$ cat src/rtl/issue_queue_free_list.sv
// Free list of issue-queue entry indices: circular FIFO with multi-lane allocate
// (from head) and multi-lane release (to tail), with a sticky overflow flag.
module issue_queue_free_list #(
   parameter  int ENTRY_NUM     = 16,
   parameter  int ALLOC_WIDTH   = 4,
   parameter  int RELEASE_WIDTH = 8,
   localparam int IDX_W         = $clog2(ENTRY_NUM),
   localparam int CNT_W         = $clog2(ENTRY_NUM + 1)
) (
   input  logic                                 clk,
   input  logic                                 rst_n,
   input  logic [ALLOC_WIDTH-1:0]               alloc_req,
   output logic [ALLOC_WIDTH-1:0][IDX_W-1:0]    alloc_index,
   output logic                                 allocatable,
   input  logic [RELEASE_WIDTH-1:0]             release_valid,
   input  logic [RELEASE_WIDTH-1:0][IDX_W-1:0]  release_index,
   output logic [CNT_W-1:0]                     free_count,
   output logic                                 overflow_err
);

   localparam int SUM_W = CNT_W + 1;

   logic [IDX_W-1:0] r_storage [ENTRY_NUM];
   logic [IDX_W-1:0] r_head;
   logic [IDX_W-1:0] r_tail;
   logic [CNT_W-1:0] r_count;
   logic             r_overflow;

   logic [IDX_W-1:0] w_aptr;
   logic [SUM_W-1:0] w_apop;
   logic [IDX_W-1:0] w_rptr;
   logic [SUM_W-1:0] w_rpop;
   logic [IDX_W-1:0] w_waddr [RELEASE_WIDTH];
   logic             w_alloc_ok;
   logic [SUM_W-1:0] w_pop;
   logic [SUM_W-1:0] w_sum;
   logic             w_ovf;

   // Lane offsets are running popcounts, so sparse lanes pack densely and wrap naturally.
   always_comb begin
      w_aptr = r_head;
      w_apop = '0;
      for (int k = 0; k < ALLOC_WIDTH; k++) begin
         alloc_index[k] = r_storage[w_aptr];
         if (alloc_req[k]) begin
            w_aptr = w_aptr + 1'b1;
            w_apop = w_apop + 1'b1;
         end
      end
   end

   always_comb begin
      w_rptr = r_tail;
      w_rpop = '0;
      for (int j = 0; j < RELEASE_WIDTH; j++) begin
         w_waddr[j] = w_rptr;
         if (release_valid[j]) begin
            w_rptr = w_rptr + 1'b1;
            w_rpop = w_rpop + 1'b1;
         end
      end
   end

   // All-or-nothing grant: a partial grant would need lane-level backpressure upstream.
   assign w_alloc_ok = (r_count >= CNT_W'(ALLOC_WIDTH));
   assign w_pop      = w_alloc_ok ? w_apop : '0;
   assign w_sum      = {1'b0, r_count} - w_pop + w_rpop;
   assign w_ovf      = (w_sum > SUM_W'(ENTRY_NUM));

   always_ff @(posedge clk or negedge rst_n) begin
      if (!rst_n) begin
         r_head     <= '0;
         r_tail     <= '0;
         r_count    <= CNT_W'(ENTRY_NUM);
         r_overflow <= 1'b0;
         for (int i = 0; i < ENTRY_NUM; i++)
            r_storage[i] <= IDX_W'(i);
      end else begin
         if (w_alloc_ok)
            r_head <= w_aptr;
         if (w_ovf) begin
            r_overflow <= 1'b1;
            r_count    <= CNT_W'(ENTRY_NUM);
         end else begin
            r_tail  <= w_rptr;
            r_count <= w_sum[CNT_W-1:0];
            for (int j = 0; j < RELEASE_WIDTH; j++)
               if (release_valid[j])
                  r_storage[w_waddr[j]] <= release_index[j];
         end
      end
   end

   assign allocatable  = w_alloc_ok;
   assign free_count   = r_count;
   assign overflow_err = r_overflow;

endmodule

$ cat config.mk
export PLATFORM = sky130hd
export DESIGN_NAME = issue_queue_free_list
export DESIGN_NICKNAME = d
export VERILOG_FILES = /design/src/rtl/issue_queue_free_list.sv
export SDC_FILE = /design/constraint.sdc
export NUM_CORES = 1
export LEC_CHECK = 0
export CORE_UTILIZATION = 30
export CTS_BUF_LIST = sky130_fd_sc_hd__clkbuf_8
export DETAILED_ROUTE_END_ITERATION = 10
export SYNTH_ARGS = -nofsm -noshare
export SYNTH_HDL_FRONTEND = slang
export SYNTH_SLANG_ARGS = --single-unit
export TNS_END_PERCENT = 5
$ cat constraint.sdc
create_clock -name clk -period 5.3 [get_ports clk]
set_input_delay 0.53 -clock clk [delete_from_list [all_inputs] [get_ports clk]]
set_output_delay 0.53 -clock clk [all_outputs]
set_load 0.1 [all_outputs]
==> results.md, run 1 <==
* Global route overflow at 0
* Critical path capture point type: flop
* 1st-iter DRT viols at roughly 2200
* Failing checks: setup timing
* Clk_lat worst skew at about 0.42 ns
* Hpwl dp at 51900 um
* Routed WL at roughly 73000 um
* Row Count at 77
* Setup violations, final at 61
* Crit Path Max Fanout at 8
* Area Overhead vs Synth at 32.64%
* Hold Crit Class: input pin to asynchronous set/reset pin
* Slew headroom at between 10% and 20%
* Sequential share of the synthesized area at 14.79%
* Worst setup margin at -0.1286 ns
* Routed wl met2 at 31730 um
* Setup Skew at roughly 0.016 ns
* CTS clock-pin slew for the worst setup and hold paths at 0.10 ns
* Synth cell types at 72
* Worst path max stage delay at 0.56 ns
* Share of layout cells above drive strength 1 at between 20% and 30%
* Port bufs at 68
* H-tree depth at 3
* #FFs+latches synth at about 80
* Status: complete, but fails checks
* Setup TNS at -4.396 ns
* Fmax at 184.2 MHz
* Fin crit share at 102.4%
* Starting density of the core at 30.48%
* Async SR Flop Fraction at 100.0%
* Layout Cells excl Fill at 2603
* Via Count at ~17000
* Tot GR Track Use at between 30% and 40%
* Area leader, netlist: nand2_1
* DR top layer: met5
* TritonCTS clock tree: done
* Hold WS at roughly 0.48 ns
* Number of synthesized flops with an enable pin at 0
* Root Driver: clkbuf_8
* Global-route wire length before repair at 104900 um
* Met3 Routed Length at 8228 um
* TritonCTS Buffers at 9
* Ys Warns at 0
* Syn Nets at roughly 1900
* Filler cell count at 4445
* Layout Nets at 2102
* Largest net degree at the start of global routing at between 70 and 80
* Drt drc at 0
* Fin. max-slew vios at 0
* Post-Syn Area at roughly 13000 um^2
* Fin crit period at between 5 and 6 ns
* Max-cap violation count at 0
* Vias in the first global route at ~16000
* Core Area at 44220 um^2
* Unrepaired setup endpoints after global routing: yes
* Routed vias/inst at ~6.4
* Critical path launch point type: input pin
* Post-Route Utilization at between 40% and 50%
* Synth Area per Inst at 7.580 um^2
* Die width at ~210 um
* Die Y at roughly 210 um
* CP bufs+invs at 9
* Fin. Hold Viols at 0
* Crit-path slowest cell: or4b_4
* R2R cell count at 30
* Most used DFF post-synth: dfrtp_1
* Routed Antenna Nets at 0
* Routability cong. at between 1 and 1.5
* Crit path max-delay family: adder cells
* CP required at roughly 5.6 ns
* Mean routed wirelength per cell at 28.21 um
* Placed cell count at 2555
* M1 WL at ~28000 um
* WP depth at 30
* Die area at roughly 46000 um^2
* Initial antenna violation count at 2
* Arrival time of the worst setup path at roughly 5.8 ns
* Clk buf depth at 2
* I/O pin cnt at 69
* Largest cells by area after synthesis: nand2_1, dfrtp_1, mux2i_1
* Post-Syn Instances at about 1800
* Clk sinks at 78
* TritonRoute pass-1 iters at 6
* Slew @ Worst Pin at about 1.2 ns
* Critical path type: input pin to flop
* Synth top area share at between 8 and 9%
per-layer routing:
metal,track usage (%),vias up
li1,-,7224
met1,38.18,7950
met2,47.09,1093
met3,9.168,315
met4,21.01,4
met5,0,-
Yosys cell counts (45+ instances only):
cell type and number:
o22ai_1 51, o211ai_1 62, dfrtp_1 45, clkbuf_1 105, ha_1 55, nand2_1 303, a21oi_1 89, nor3_1 46
a31oi_1 98, mux2i_1 110, mux2_2 62, nand3_1 58, nor2_1 123, a211oi_1 45
layout make-up:
type	instances	area [um^2]	area share, %
inverters	45	178.9	1.001
diodes	9	22.52	0.1260
multi-input cells	1525	11590	64.82
clock buffers	9	123.9	0.6929
flip-flops and latches	78	1993	11.15
well taps	592	740.7	4.143
clock inverters	7	96.34	0.5389
repair buffers	338	3133	17.53
flip-flops by register name, indices dropped and copies added, names as in the netlist:
register and count:
free_count 5, r_tail 4, r_head 4, r_storage 64
overflow_err 1
final timing paths:
kind                                          start                   endpoint  slack (ns)
max                                release_valid[0]  r_storage[36]$_DFFE_PN0P_       -0.13
min                                           rst_n      r_tail[1]$_DFFE_PN0P_        0.48
max reg2reg                   r_tail[0]$_DFFE_PN0P_  r_storage[42]$_DFFE_PN1P_        0.05
min reg2reg                overflow_err$_DFFE_PN0N_   overflow_err$_DFFE_PN0N_        0.50
max in group asynchronous                     rst_n    free_count[2]$_DFF_PN0_        3.55
min in group clk           overflow_err$_DFFE_PN0N_   overflow_err$_DFFE_PN0N_        0.50
kinds of logic (layout without fill, tap and decap cells):
group | count (synthesis) | in the layout | synth area share (%)
other | 1 | 10 | 0.02782
AO/OA/AOI/OAI | 521 | 523 | 27.20
adder cells (fa/ha/maj) | 59 | 59 | 5.700
flip-flops | 78 | 78 | 14.79
XOR/XNOR | 72 | 72 | 5.932
multiplexers | 204 | 204 | 18.70
AND/OR/NAND/NOR | 665 | 666 | 22.60
buffers and inverters | 178 | 399 | 5.059
layout by cell type, fill, tap and decap left out, types with 32 or more instances in the layout:
master           synthesis  final
a211oi_1                45     42
a21oi_1                 89     80
a31oi_1                 98     98
and3_1                  34     34
buf_4                    1    244
clkdlybuf4s50_1          0     52
dfrtp_1                 45     45
dfstp_2                 33     33
ha_1                    55     47
inv_1                   43     37
mux2_2                  62     61
mux2i_1                110    107
mux4_2                  32     32
nand2_1                303    295
nand3_1                 58     52
nor2_1                 123    118
nor3_1                  46     46
o211ai_1                62     62
o22ai_1                 51     40
metrics by stage:
step,worst slack [ns],cell area [um^2]
floorplan,-0.5451,13730
global placement,-1.189,16710
detailed placement,-1.203,16710
CTS,-0.1255,17430
global route,-0.4067,17850
finish,-0.1286,17880
what timing repair did:
action                     4_1_cts  5_1_grt
pin swaps                       24       19
hold buffers                     1        0
hold endpoints to repair         4        0
setup endpoints to repair       72       71
setup buffers                   11        3
cloned                           6        2
gates resized for setup         81       66
Power of run 1 is left out: the tool's default activity adds up to more than one toggle a clock period on the data nets, which glitch-free logic cannot reach.
==> inputs of run 2 (changes only) <==
--- a/config.mk
+++ b/config.mk
@@ -8,6 +8,7 @@
 export CORE_UTILIZATION = 30
 export CTS_BUF_LIST = sky130_fd_sc_hd__clkbuf_8
 export DETAILED_ROUTE_END_ITERATION = 10
+export GPL_TIMING_DRIVEN = 0
 export SYNTH_ARGS = -nofsm -noshare
 export SYNTH_HDL_FRONTEND = slang
 export SYNTH_SLANG_ARGS = --single-unit
==> run 2 against run 1 <==
Against the previous run: sequential cell count stayed put; via count shrank 1.3%; sequential share of layout area grew 0.78 points; largest cell class unchanged; hold slack worse by 0.0020 ns; global-route usage shrank 0.46 points; non-clock buffer count is 102 lower; the flow still finishes with violations (setup timing).
==> results.md, run 2 (same netlist as run 1, synthesis figures left out) <==
* Largest net degree at the start of global routing at a little over 70
* Layout Cells excl Fill at approximately 2500
* Starting density of the core at 30.48%
* Global route overflow at 0
* Routed wl met2 at 30260 um
* Routed WL at roughly 72000 um
* M1 WL at between 20000 and 30000 um
* Die area at ~46000 um^2
* Commonest non-fill, non-tap cell in the layout: nand2_1
* Met3 Routed Length at around 8400 um
* Most frequent cells in the layout: nand2_1, nor2_1, mux2i_1, a31oi_1, a21oi_1
* Vias in the first global route at ~15000
* CP required at roughly 5.6 ns
* TritonCTS Buffers at 9
* I/O pin cnt at 69
* Tot GR Track Use at about 31%
* Die Y at roughly 210 um
* Number of flip-flops in the largest register at 64
* Routed Antenna Nets at 0
* Most frequent CP cell: ha_1
* Worst path max stage delay at 0.55 ns
* Unrepaired setup endpoints after global routing: yes
* Clk sinks at approximately 80
* Critical path launch point type: input pin
* Area Overhead vs Synth at 24.02%
* Setup violations, final at 75
* Slew @ Worst Pin at around 1.2 ns
* TritonRoute pass-1 iters at 8
* Worst setup margin at -0.5072 ns
* Fmax at 172.2 MHz
* Fin crit share at 109.6%
* Post-route design area at ~17000 um^2
* Share of layout cells above drive strength 1 at about a fifth
* CP bufs+invs at 6
* Arrival time of the worst setup path at 6.12 ns
* Placed cell count at about 2400
* Core Area at about 44000 um^2
* Port bufs at 59
* Fin. Hold Viols at 0
* Setup Skew at 0.03302 ns
* Layout Nets at 1997
* Filler cell count at 4538
* Placed Area at between 15000 and 20000 um^2
* Clk_lat worst skew at 0.44 ns
* H-tree depth at 3
* Fin. max-slew vios at 0
* Mean routed wirelength per cell at a little under 30 um
* Slew headroom at between 20% and 30%
* Routed vias/inst at around 6.6
* Max-cap violation count at 0
* 1st-iter DRT viols at between 2000 and 2500
* Via Count at approximately 16000
* Hpwl dp at ~53000 um
* CTS clock-pin slew for the worst setup and hold paths at approximately 0.13 ns
* Crit path max-delay family: adder cells
* Drt drc at 0
* DR top layer: met5
* Global-route wire length before repair at ~100000 um
* Critical path capture point type: flop
* Crit Path Max Fanout at 10
* TritonCTS clock tree: done
* Crit-path slowest cell: or4b_4
* Status: complete, but fails checks
* Row Count at 77
* Setup TNS at -30.04 ns
* Initial antenna violation count at 4
* Die width at 214.0 um
* Hold Crit Class: input pin to asynchronous set/reset pin
* FF+latch area at 1994 um^2
* Clk buf depth at 2
* Fin crit period at around 5.8 ns
* Multi-input gate area at around 12000 um^2
* Hold WS at 0.4774 ns
* Failing checks: setup timing
* Critical path type: input pin to flop
* Most flops, register: r_storage
* Root Driver: clkbuf_8
* Routability cong. at 1.000
==> run 2: what timing repair did <==
action                                  CTS  global route
endpoints found under the setup margin   85            76
gates cloned                              3             0
buffers inserted                         33            13
pin swaps                                27            19
hold buffers                              1             0
endpoints found under the hold margin     8             0
gates resized for setup                 191            88
==> run 2: through the flow <==
step	utilization, %	setup slack [ns]
floorplan	-	-0.5451
global placement	34.05	-2.417
detailed placement	34.11	-2.496
CTS	36.61	-0.5156
global route	37.78	-0.6975
finish	37.80	-0.5072
==> run 2: layout make-up <==
type	count	area share, %
tap	592	4.431
inverter	45	1.123
timing repair buffer	110	6.168
sequential	78	11.93
clock buffer	9	0.7411
antenna	4	0.05988
clock inverter	7	0.3818
buffer	126	4.506
multi-input combinational	1522	70.66
==> run 2: path summary, 6_finish.rpt <==
check,startpoint,depth (start not counted),slack (ns),to
min reg2reg,overflow_err$_DFFE_PN0N_,1,0.48,overflow_err$_DFFE_PN0N_
max,release_valid[0],30,-0.51,r_storage[28]$_DFFE_PN0P_
max reg2reg,r_tail[0]$_DFFE_PN0P_,30,-0.35,r_storage[60]$_DFFE_PN0P_
min in group clk,overflow_err$_DFFE_PN0N_,1,0.48,overflow_err$_DFFE_PN0N_
max in group asynchronous,rst_n,3,4.11,free_count[4]$_DFF_PN1_
min,rst_n,2,0.48,r_tail[2]$_DFFE_PN0P_
==> run 2: worst reg2reg max path, delay by kind of cell (launching register included) <==
| family | cells | cell delay, ns |
|---|---|---|
| adders and majority gates | 7 | 1.89 |
| and+or+nand+nor | 9 | 1.38 |
| AOI/OAI and AO/OA | 7 | 0.79 |
| muxes | 2 | 0.55 |
| buffers and inverters | 5 | 0.52 |
| DFF | 1 | 0.38 |
==> run 2: layer usage <==
metal	GRT usage, %	up-vias
li1	-	7028
met1	38.86	7934
met2	45.04	1108
met3	8.344	296
met4	21.51	2
met5	0	-
Power of run 2 is left out for the same reason.
